`config.mk`:
```
export PLATFORM = sky130hd
export DESIGN_NAME = cpu_mem_arbiter_flat
export DESIGN_NICKNAME = d
export VERILOG_FILES = /design/src/rtl/cpu_mem_arbiter_if.sv /design/src/rtl/cpu_mem_arbiter.sv /design/src/flat_wrapper.sv
export SDC_FILE = /design/constraint.sdc
export NUM_CORES = 1
export LEC_CHECK = 0
export ABC_CLOCK_PERIOD_IN_PS = 2100
export CAP_MARGIN = 30
export CORE_MARGIN = 2
export CORE_UTILIZATION = 40
export CTS_BUF_LIST = sky130_fd_sc_hd__clkbuf_8 sky130_fd_sc_hd__clkbuf_16
export CTS_CLUSTER_SIZE = 28
export DETAILED_ROUTE_END_ITERATION = 7
export GPL_TIMING_DRIVEN = 0
export PLACE_DENSITY = 0.82
export SLEW_MARGIN = 15
export SYNTH_ARGS = -nofsm -noshare
export SYNTH_HDL_FRONTEND = slang
export SYNTH_SLANG_ARGS = --single-unit
```
`constraint.sdc`:
```
create_clock -name clk -period 2.1 [get_ports clk]
set_input_delay 0.315 -clock clk [delete_from_list [all_inputs] [get_ports clk]]
set_output_delay 0.315 -clock clk [all_outputs]
set_load 0.05 [all_outputs]
```
`src/rtl/cpu_mem_arbiter_if.sv`:
```
// Signal bundle between the CPU core's fetch and load/store ports, the
// memory arbiter, and the external memory/IO bus.
interface cpu_mem_arbiter_if #(
    parameter int ADDR_WIDTH = 32,
    parameter int DATA_WIDTH = 32
);
    // Instruction-fetch port
    logic                  if_req;
    logic [ADDR_WIDTH-1:0] if_addr;
    logic [DATA_WIDTH-1:0] if_rdata;
    logic                  if_done;

    // Load/store port
    logic                  ls_req;
    logic                  ls_we;
    logic [ADDR_WIDTH-1:0] ls_addr;
    logic [DATA_WIDTH-1:0] ls_wdata;
    logic [DATA_WIDTH-1:0] ls_rdata;
    logic                  ls_done;

    // External memory bus
    logic [ADDR_WIDTH-1:0] mem_addr;
    logic [DATA_WIDTH-1:0] mem_wdata;
    logic                  mem_rd;
    logic                  mem_wr;
    logic [DATA_WIDTH-1:0] mem_rdata;
    logic                  mem_ready;

    // Watchdog abort flag, qualifies whichever done pulse is high
    logic                  err;

    // Arbiter view
    modport slave (
        input  if_req, if_addr, ls_req, ls_we, ls_addr, ls_wdata,
               mem_rdata, mem_ready,
        output if_rdata, if_done, ls_rdata, ls_done,
               mem_addr, mem_wdata, mem_rd, mem_wr, err
    );

    // Requester and memory view
    modport master (
        output if_req, if_addr, ls_req, ls_we, ls_addr, ls_wdata,
               mem_rdata, mem_ready,
        input  if_rdata, if_done, ls_rdata, ls_done,
               mem_addr, mem_wdata, mem_rd, mem_wr, err
    );
endinterface

```
`src/rtl/cpu_mem_arbiter.sv`:
```
// Shares one external memory bus between the instruction-fetch (IF) and
// load/store (LS) ports. Each transfer is a one-cycle BEGIN strobe followed
// by a WAIT for mem_ready. Simultaneous requests alternate round-robin, and
// an optional wait-cycle watchdog aborts hung transfers with err=1.
module cpu_mem_arbiter #(
    parameter int ADDR_WIDTH = 32,
    parameter int DATA_WIDTH = 32,
    parameter int TIMEOUT    = 255
) (
    input logic             clk,
    input logic             reset,
    cpu_mem_arbiter_if.slave bus
);

    typedef enum logic [2:0] {
        IDLE     = 3'd0,
        IF_BEGIN = 3'd1,
        IF_WAIT  = 3'd2,
        LS_BEGIN = 3'd3,
        LS_WAIT  = 3'd4
    } state_t;

    typedef enum logic {
        GRANT_IF = 1'b0,
        GRANT_LS = 1'b1
    } grant_t;

    localparam bit         WATCHDOG_EN = (TIMEOUT != 0);
    localparam logic [7:0] TIMEOUT_CNT = 8'(TIMEOUT);

    state_t                state;
    state_t                state_next;
    grant_t                last_grant;
    logic [7:0]            wait_cnt;
    logic                  ls_we_q;
    logic [ADDR_WIDTH-1:0] mem_addr_q;
    logic [DATA_WIDTH-1:0] mem_wdata_q;
    logic [DATA_WIDTH-1:0] if_rdata_q;
    logic [DATA_WIDTH-1:0] ls_rdata_q;
    logic                  if_done_q;
    logic                  ls_done_q;
    logic                  err_q;
    logic                  mem_rd_d;
    logic                  mem_wr_d;

    // A port whose done is high this cycle is not eligible, so a req held
    // across the done pulse cannot restart the same transfer.
    logic if_elig;
    logic ls_elig;
    logic in_wait;
    logic timed_out;

    assign if_elig   = bus.if_req & ~if_done_q;
    assign ls_elig   = bus.ls_req & ~ls_done_q;
    assign in_wait   = (state == IF_WAIT) || (state == LS_WAIT);
    // mem_ready on the same edge wins over the watchdog.
    assign timed_out = WATCHDOG_EN && !bus.mem_ready && (wait_cnt == TIMEOUT_CNT);

    // State register
    always_ff @(posedge clk) begin
        // NOTE: clocked state uses non-blocking assignments so every flop
        // samples pre-edge values regardless of block ordering.
        if (reset) state <= IDLE;
        else       state <= state_next;
    end

    // Next state: arbitrate in IDLE, step BEGIN->WAIT, leave WAIT on ready or watchdog
    always_comb begin
        // NOTE: defaulting first means no path leaves state_next unassigned,
        // so no latch is inferred.
        state_next = IDLE;
        case (state)
            IDLE: begin
                if (if_elig && ls_elig)
                    state_next = (last_grant == GRANT_IF) ? LS_BEGIN : IF_BEGIN;
                else if (if_elig)
                    state_next = IF_BEGIN;
                else if (ls_elig)
                    state_next = LS_BEGIN;
                else
                    state_next = IDLE;
            end
            IF_BEGIN: state_next = IF_WAIT;
            IF_WAIT:  state_next = (bus.mem_ready || timed_out) ? IDLE : IF_WAIT;
            LS_BEGIN: state_next = LS_WAIT;
            LS_WAIT:  state_next = (bus.mem_ready || timed_out) ? IDLE : LS_WAIT;
            default:  state_next = IDLE;
        endcase
    end

    // Bus strobes, decoded from the state register for the single BEGIN cycle
    always_comb begin
        mem_rd_d = 1'b0;
        mem_wr_d = 1'b0;
        case (state)
            IF_BEGIN: mem_rd_d = 1'b1;
            LS_BEGIN: begin
                mem_rd_d = ~ls_we_q;
                mem_wr_d = ls_we_q;
            end
            default: ;
        endcase
    end

    // Datapath: latch the request on grant, count wait cycles, deliver done/rdata/err
    always_ff @(posedge clk) begin
        if (reset) begin
            // NOTE: data registers are cleared too, so the bus and the
            // rdata outputs read as zero after reset rather than as stale data.
            last_grant  <= GRANT_IF;
            wait_cnt    <= '0;
            ls_we_q     <= 1'b0;
            mem_addr_q  <= '0;
            mem_wdata_q <= '0;
            if_rdata_q  <= '0;
            ls_rdata_q  <= '0;
            if_done_q   <= 1'b0;
            ls_done_q   <= 1'b0;
            err_q       <= 1'b0;
        end else begin
            if_done_q <= 1'b0;
            ls_done_q <= 1'b0;
            err_q     <= 1'b0;

            if (in_wait) wait_cnt <= wait_cnt + 8'd1;

            if (state == IDLE && state_next == IF_BEGIN) begin
                mem_addr_q <= bus.if_addr;
                last_grant <= GRANT_IF;
                wait_cnt   <= '0;
            end

            if (state == IDLE && state_next == LS_BEGIN) begin
                mem_addr_q  <= bus.ls_addr;
                mem_wdata_q <= bus.ls_wdata;
                ls_we_q     <= bus.ls_we;
                last_grant  <= GRANT_LS;
                wait_cnt    <= '0;
            end

            if (state == IF_WAIT) begin
                if (bus.mem_ready) begin
                    if_done_q  <= 1'b1;
                    if_rdata_q <= bus.mem_rdata;
                end else if (timed_out) begin
                    if_done_q  <= 1'b1;
                    err_q      <= 1'b1;
                    if_rdata_q <= '0;
                end
            end

            if (state == LS_WAIT) begin
                if (bus.mem_ready) begin
                    ls_done_q <= 1'b1;
                    // A store returns no data; ls_rdata keeps its old value.
                    if (!ls_we_q) ls_rdata_q <= bus.mem_rdata;
                end else if (timed_out) begin
                    ls_done_q  <= 1'b1;
                    err_q      <= 1'b1;
                    ls_rdata_q <= '0;
                end
            end
        end
    end

    assign bus.mem_addr  = mem_addr_q;
    assign bus.mem_wdata = mem_wdata_q;
    assign bus.mem_rd    = mem_rd_d;
    assign bus.mem_wr    = mem_wr_d;
    assign bus.if_rdata  = if_rdata_q;
    assign bus.if_done   = if_done_q;
    assign bus.ls_rdata  = ls_rdata_q;
    assign bus.ls_done   = ls_done_q;
    assign bus.err       = err_q;

endmodule

```
`src/flat_wrapper.sv`:
```
// flat-port wrapper written by rule: the top's interface ports become plain ports
module cpu_mem_arbiter_flat 
#(
    parameter int ADDR_WIDTH = 32,
    parameter int DATA_WIDTH = 32,
    parameter int TIMEOUT    = 255
)
  (clk, reset, bus_if_req, bus_if_addr, bus_ls_req, bus_ls_we, bus_ls_addr, bus_ls_wdata, bus_mem_rdata, bus_mem_ready, bus_if_rdata, bus_if_done, bus_ls_rdata, bus_ls_done, bus_mem_addr, bus_mem_wdata, bus_mem_rd, bus_mem_wr, bus_err);
  cpu_mem_arbiter_if #(.ADDR_WIDTH(ADDR_WIDTH), .DATA_WIDTH(DATA_WIDTH)) bus_i ();
  input logic clk;
  input logic reset;
  input wire logic [$bits(bus_i.if_req)-1:0] bus_if_req;
  input wire logic [$bits(bus_i.if_addr)-1:0] bus_if_addr;
  input wire logic [$bits(bus_i.ls_req)-1:0] bus_ls_req;
  input wire logic [$bits(bus_i.ls_we)-1:0] bus_ls_we;
  input wire logic [$bits(bus_i.ls_addr)-1:0] bus_ls_addr;
  input wire logic [$bits(bus_i.ls_wdata)-1:0] bus_ls_wdata;
  input wire logic [$bits(bus_i.mem_rdata)-1:0] bus_mem_rdata;
  input wire logic [$bits(bus_i.mem_ready)-1:0] bus_mem_ready;
  output wire logic [$bits(bus_i.if_rdata)-1:0] bus_if_rdata;
  output wire logic [$bits(bus_i.if_done)-1:0] bus_if_done;
  output wire logic [$bits(bus_i.ls_rdata)-1:0] bus_ls_rdata;
  output wire logic [$bits(bus_i.ls_done)-1:0] bus_ls_done;
  output wire logic [$bits(bus_i.mem_addr)-1:0] bus_mem_addr;
  output wire logic [$bits(bus_i.mem_wdata)-1:0] bus_mem_wdata;
  output wire logic [$bits(bus_i.mem_rd)-1:0] bus_mem_rd;
  output wire logic [$bits(bus_i.mem_wr)-1:0] bus_mem_wr;
  output wire logic [$bits(bus_i.err)-1:0] bus_err;
  assign bus_i.if_req = bus_if_req;
  assign bus_i.if_addr = bus_if_addr;
  assign bus_i.ls_req = bus_ls_req;
  assign bus_i.ls_we = bus_ls_we;
  assign bus_i.ls_addr = bus_ls_addr;
  assign bus_i.ls_wdata = bus_ls_wdata;
  assign bus_i.mem_rdata = bus_mem_rdata;
  assign bus_i.mem_ready = bus_mem_ready;
  assign bus_if_rdata = bus_i.if_rdata;
  assign bus_if_done = bus_i.if_done;
  assign bus_ls_rdata = bus_i.ls_rdata;
  assign bus_ls_done = bus_i.ls_done;
  assign bus_mem_addr = bus_i.mem_addr;
  assign bus_mem_wdata = bus_i.mem_wdata;
  assign bus_mem_rd = bus_i.mem_rd;
  assign bus_mem_wr = bus_i.mem_wr;
  assign bus_err = bus_i.err;
  cpu_mem_arbiter #(.ADDR_WIDTH(ADDR_WIDTH), .DATA_WIDTH(DATA_WIDTH), .TIMEOUT(TIMEOUT)) u_core (.clk(clk), .reset(reset), .bus(bus_i));
endmodule
```
==> After elaboration in Yosys (flattened, before gate mapping) <==
Cells that the tools add are included.
W data, S select, Z words.
{ "word_totals": {"output_inout_bits": 133, "rom_bits": 0, "ramBits": 0, "word_cells": 66, "memories": 0, "register_bits": 144, "latchBits": 0, "input_bits": 134} }
{ "op_classes": {"shifts": 0, "div": 0, "eq_ne": 8, "addsub": 1, "n_reduce_logical": 15, "bitwise": 7, "magnitude_cmp": 0, "n_mul": 0, "mux": 24} }
{ "ops": {"columns": ["op", "n"], "rows": [
  ["$mux W32", 6],
  ["$pmux W3 S5", 1],
  ["$mux W1", 10],
  ["$eq A3 B2 Y1 const B", 3],
  ["$mux W3", 3],
  ["$add A8 B1 Y8 const B", 1],
  ["$eq A8 B8 Y1 const B", 1],
  ["$eq A3 B1 Y1 const B", 2],
  ["$mux W2", 3],
  ["$not A1 Y1", 5],
  ["$logic_and A1 B1 Y1", 4],
  ["$reduce_bool A2 Y1", 2],
  ["$reduce_or A2 Y1", 2],
  ["$eq A3 B3 Y1 const B", 1],
  ["$logic_not A3 Y1", 1],
  ["$reduce_and A3 Y1", 1],
  ["$reduce_or A3 Y1", 1],
  ["$and A1 B1 Y1", 2],
  ["$logic_or A1 B1 Y1", 2],
  ["$ne A2 B2 Y1 const B", 1],
  ["$pmux W1 S2", 1],
  ["$reduce_and A2 Y1", 1],
  ["$logic_not A1 Y1", 1]
]} }

==> Logic depth before layout (Yosys ltp) <==
{ "depth": {"ltp_word": 10, "ltp_mapped": 7, "mapped_depth_nobuf": 5} }

==> Worst setup path before layout <==
OpenSTA, ideal clock, no wires.
{ "synth_timing": {"path_kind": "reg2out", "startpoint": "reg u_core.state[0]", "endpoint": "out bus_mem_rd", "stages_incl_launch_ff": 5, "required_time_ps": 1785, "slack_ps": 178, "arrival_time_ps": 1607, "path_buffers": 2, "path_cell_list": "dfxtp_1 -> buf_2 -> buf_1 -> nand2b_1 -> a21oi_1"} }
{ "synth_via": {"elab_chain_cells": 2, "elab_cells_between_ends": 3, "classes_between": "eq/ne (2); mux (1)"} }
{ "synth_rtl": {"columns": ["element", "line", "rtl"], "rows": [
  ["start: declaration", "cpu_mem_arbiter.sv:31", "state_t state;"],
  ["start signal: assignment", "cpu_mem_arbiter.sv:64", "else state <= state_next;"],
  ["$eq A3 B2 Y1 or $eq A3 B1 Y1 (tied branches)", "cpu_mem_arbiter.sv:95", "case (state)"],
  ["$pmux W1 S2 (*)", "cpu_mem_arbiter.sv:95", null],
  ["end: declaration", "flat_wrapper.sv:26", "output wire logic [$bits(bus_i.mem_rd)-1:0] bus_mem_rd;"]
]} }
Every way passes the cells marked *; elsewhere a longest branch is shown, timed or not.

==> Worst setup path in the final report <==
{ "layout_timing": {"startpoint": "reg u_core.if_done_q, in the netlist u_core.bus.if_done", "endpoint": "out bus_if_done"} }
{ "layout_lines": {"columns": ["element", "line", "rtl"], "rows": [
  ["start: declaration", "cpu_mem_arbiter.sv:40", "logic if_done_q;"],
  ["start signal: assignment", "cpu_mem_arbiter.sv:117", "if_done_q <= 1'b0;"],
  ["start signal: assignment", "cpu_mem_arbiter.sv:121", "if_done_q <= 1'b0;"],
  ["start signal: assignment", "cpu_mem_arbiter.sv:143", "if_done_q <= 1'b1;"],
  ["end: declaration", "flat_wrapper.sv:21", "output wire logic [$bits(bus_i.if_done)-1:0] bus_if_done;"]
]} }
No word-level cell between the ends.

==> metrics <==
CP Class reg2out; Clock Path Buffers 2; 1st-iter DRT viols 279; CTS Root Cell clkbuf_16; Post-synth EDFFs 0; Post-Route WL around 18000 um; most frequent cells in the layout clkdlybuf4s50_1 (264), dfxtp_1 (144), nand2_1 (74), a22o_1 (64), a21oi_1 (61); number of setup buffers added after CTS 0; Pleak between 3 and 4 nW; power per cell area ~950 nW/um^2; status complete, no violations; Ys Warns 0; Post-Synthesis Cells 556; hold buffer count at CTS 0; gr usage total 0.250; PnR Total Power roughly 0.0083 W; Net count, final around 980; Tmin final a little under 2 ns; Max Cap Viol 0; Die H 118 um; routed len/inst roughly 17 um; Vias/cell ~5.2; post-synthesis cell type count 39; Clock Pin Slew Worst Setup and Hold Paths ~0.060 ns; I/O Buffers about 270; remaining antenna violation count 0; CTS tree done; pre-CTS setup slack -0.292 ns; worst path bufs/invs 1; Setup crit end kind primary output; Ant. Diodes 0; syn nets roughly 690; GPL Wtd Cong approximately 0.84; Setup Skew ~0.011 ns; GRT overflow 0; Hold WC Path Type in2reg; RSZ-0062 raised after global routing no; die width 118 um; CTS sink cnt approximately 140; TritonRoute pass-1 iters 5; Num CTS Buffers 17; fin crit share 0.938; first-pass GRT wire length approximately 28000 um; worst vdd ir about 0.00063 V; Slew Viols, Final 0; Worst-Margin Slew about 0.60 ns; Avg Cell Area, Syn approximately 9.4 um^2; H-tree Lvls 4; Achievable Freq 0.508 GHz; Remaining DRCs 0; CP max-delay cell clkdlybuf4s50_1; critical path's top delay family buffers and inverters; initial antenna violation count 0; Area Growth Syn to Fin 67.6%; top_reg_cell synth dfxtp_1; largest net degree at the start of global routing 18; crit path launch type flip-flop; worst stage delay on the critical path between 0.8 and 0.9 ns; # fillers roughly 970; I/O pin cnt around 270; commonest non-fill, non-tap cell in the layout clkdlybuf4s50_1; post-synth top area share 0.553; crit path cell chain clkdlybuf4s50_1; hpwl dp roughly 13000 um; die area 14000 um^2; largest cells by area after synthesis dfxtp_1 (55%), a22o_1 (11%), a21oi_1 (5.9%), nand2_1 (5.3%), o22ai_1 (3.8%); area of the multi-input gates 1990 um^2; sequential share of the synthesized area 0.553; CP required around 1.8 ns; synthesized area 5210 um^2; post-synth top area cell dfxtp_1; vias in the first global route 5427; Setup violations, final 0; row count 41; Seq cells post-synth 144; Core Box Area roughly 13000 um^2; Hold Fails Final Rpt 0; crit path max fanout 4; Worst Slack Setup Final 0.130 ns; register area ~2900 um^2; via count between 5000 and 6000; initial core utilization 0.411; Clock Latency Late Sink 0.43 ns; max_slew headroom 0.597; layout cell share with drive strength beyond 1 0.0750; ys async rst share 0; Crit path arrival time 1.65 ns
where the power goes:
part           switching, W  leakage [nW]  internal [W]
logic               0.00123          1.76      0.000753
registers          0.000108          1.17       0.00293
clock network       0.00124         0.308       0.00204
total               0.00258          3.25       0.00572
metal layers:
layer	GRT usage	part of all wire	vias up
met5	0	0	-
met4	0.122	0.036	0
met3	0.0859	0.080	49
met2	0.417	0.49	234
met1	0.286	0.39	2541
li1	-	-	2539
sequential cells by signal, summed over array words and instances, names as in the netlist, 3 cells and up:
signal,flops
u_core.wait_cnt,8
u_core.state,3
u_core.bus.mem_addr,32
u_core.bus.mem_wdata,32
u_core.bus.if_rdata,32
u_core.bus.ls_rdata,32
synthesized netlist by cell type, types with 2 or more instances:
library cell and instances:
a22o_1 64, buf_2 19, nand3_1 4, buf_6 3
nor4b_1 3, o211a_1 2, nand2b_1 2, o21ai_0 34
inv_1 33, nand2_1 74, nand4_1 2, a21oi_1 61
nor3_1 15, clkbuf_1 19, o22ai_1 32, xnor2_1 8
nor4_1 2, nor2_1 11, dfxtp_1 144, buf_4 2
nor2b_1 2, nand3b_1 2, and3_1 2
cell families (layout without fill, tap and decap cells):
kind of cell	Yosys count	after routing	share of synthesized area
DFF	144	144	0.553
buffers and inverters	77	374	0.0658
xor gates and xnor gates	8	8	0.0134
and+or+nand+nor	127	127	0.114
adders and majority gates	1	1	0.00240
AOI/OAI and AO/OA	199	199	0.251
worst register-to-register path, cell delays in order, from the launching register on:
cell	delay, ns
dfxtp_1	0.29
clkbuf_4	0.21
nor3_4	0.29
nand3_1	0.33
clkbuf_1	0.32
o21ai_0	0.25
o22ai_1	0.12
final timing paths:
kind / from / to / slack, ns / cells after the start
min reg2reg: u_core.bus.mem_wdata[16]$_SDFFE_PP0P_ / u_core.bus.mem_wdata[16]$_SDFFE_PP0P_ / 0.45 / 2
max: u_core.bus.if_done$_SDFF_PP0_ / bus_if_done / 0.13 / 1
max reg2reg: u_core.state[0]$_SDFF_PP0_ / u_core.bus.mem_addr[15]$_SDFFE_PP0P_ / 0.15 / 6
min: bus_ls_wdata[2] / u_core.bus.mem_wdata[2]$_SDFFE_PP0P_ / 0.43 / 3
final cells by class:
type                       instances  share of cell area
buffer                            43              0.0251
clock inverter                    14              0.0231
clock buffer                      18              0.0503
multi-input combinational        335               0.227
inverter                          33              0.0142
timing repair buffer             266               0.305
tap                              172              0.0246
sequential                       144               0.330
per-stage QoR:
| stage | cells | utilization | hold WS, ns | TNS [ns] | instance area [um^2] |
|---|---|---|---|---|---|
| 6_report | 1025 | 0.689 | 0.430 | 0 | 8730 |
| 5_1_grt | 1025 | 0.689 | 0.449 | 0 | 8730 |
| 4_1_cts | 1025 | 0.689 | 0.421 | 0 | 8730 |
| 3_5_place_dp | 994 | 0.638 | 0.448 | -9.14 | 8090 |
| 3_3_place_gp | 994 | 0.638 | 0.442 | -7.08 | 8090 |
| 2_1_floorplan | 556 | - | 0.391 | 0 | 5210 |
what timing repair did:
item	in CTS	in global routing
gates resized for setup	6	3
setup endpoints to repair	2	3
endpoints found under the hold margin	0	0
(Power assumes the default switching activity.)
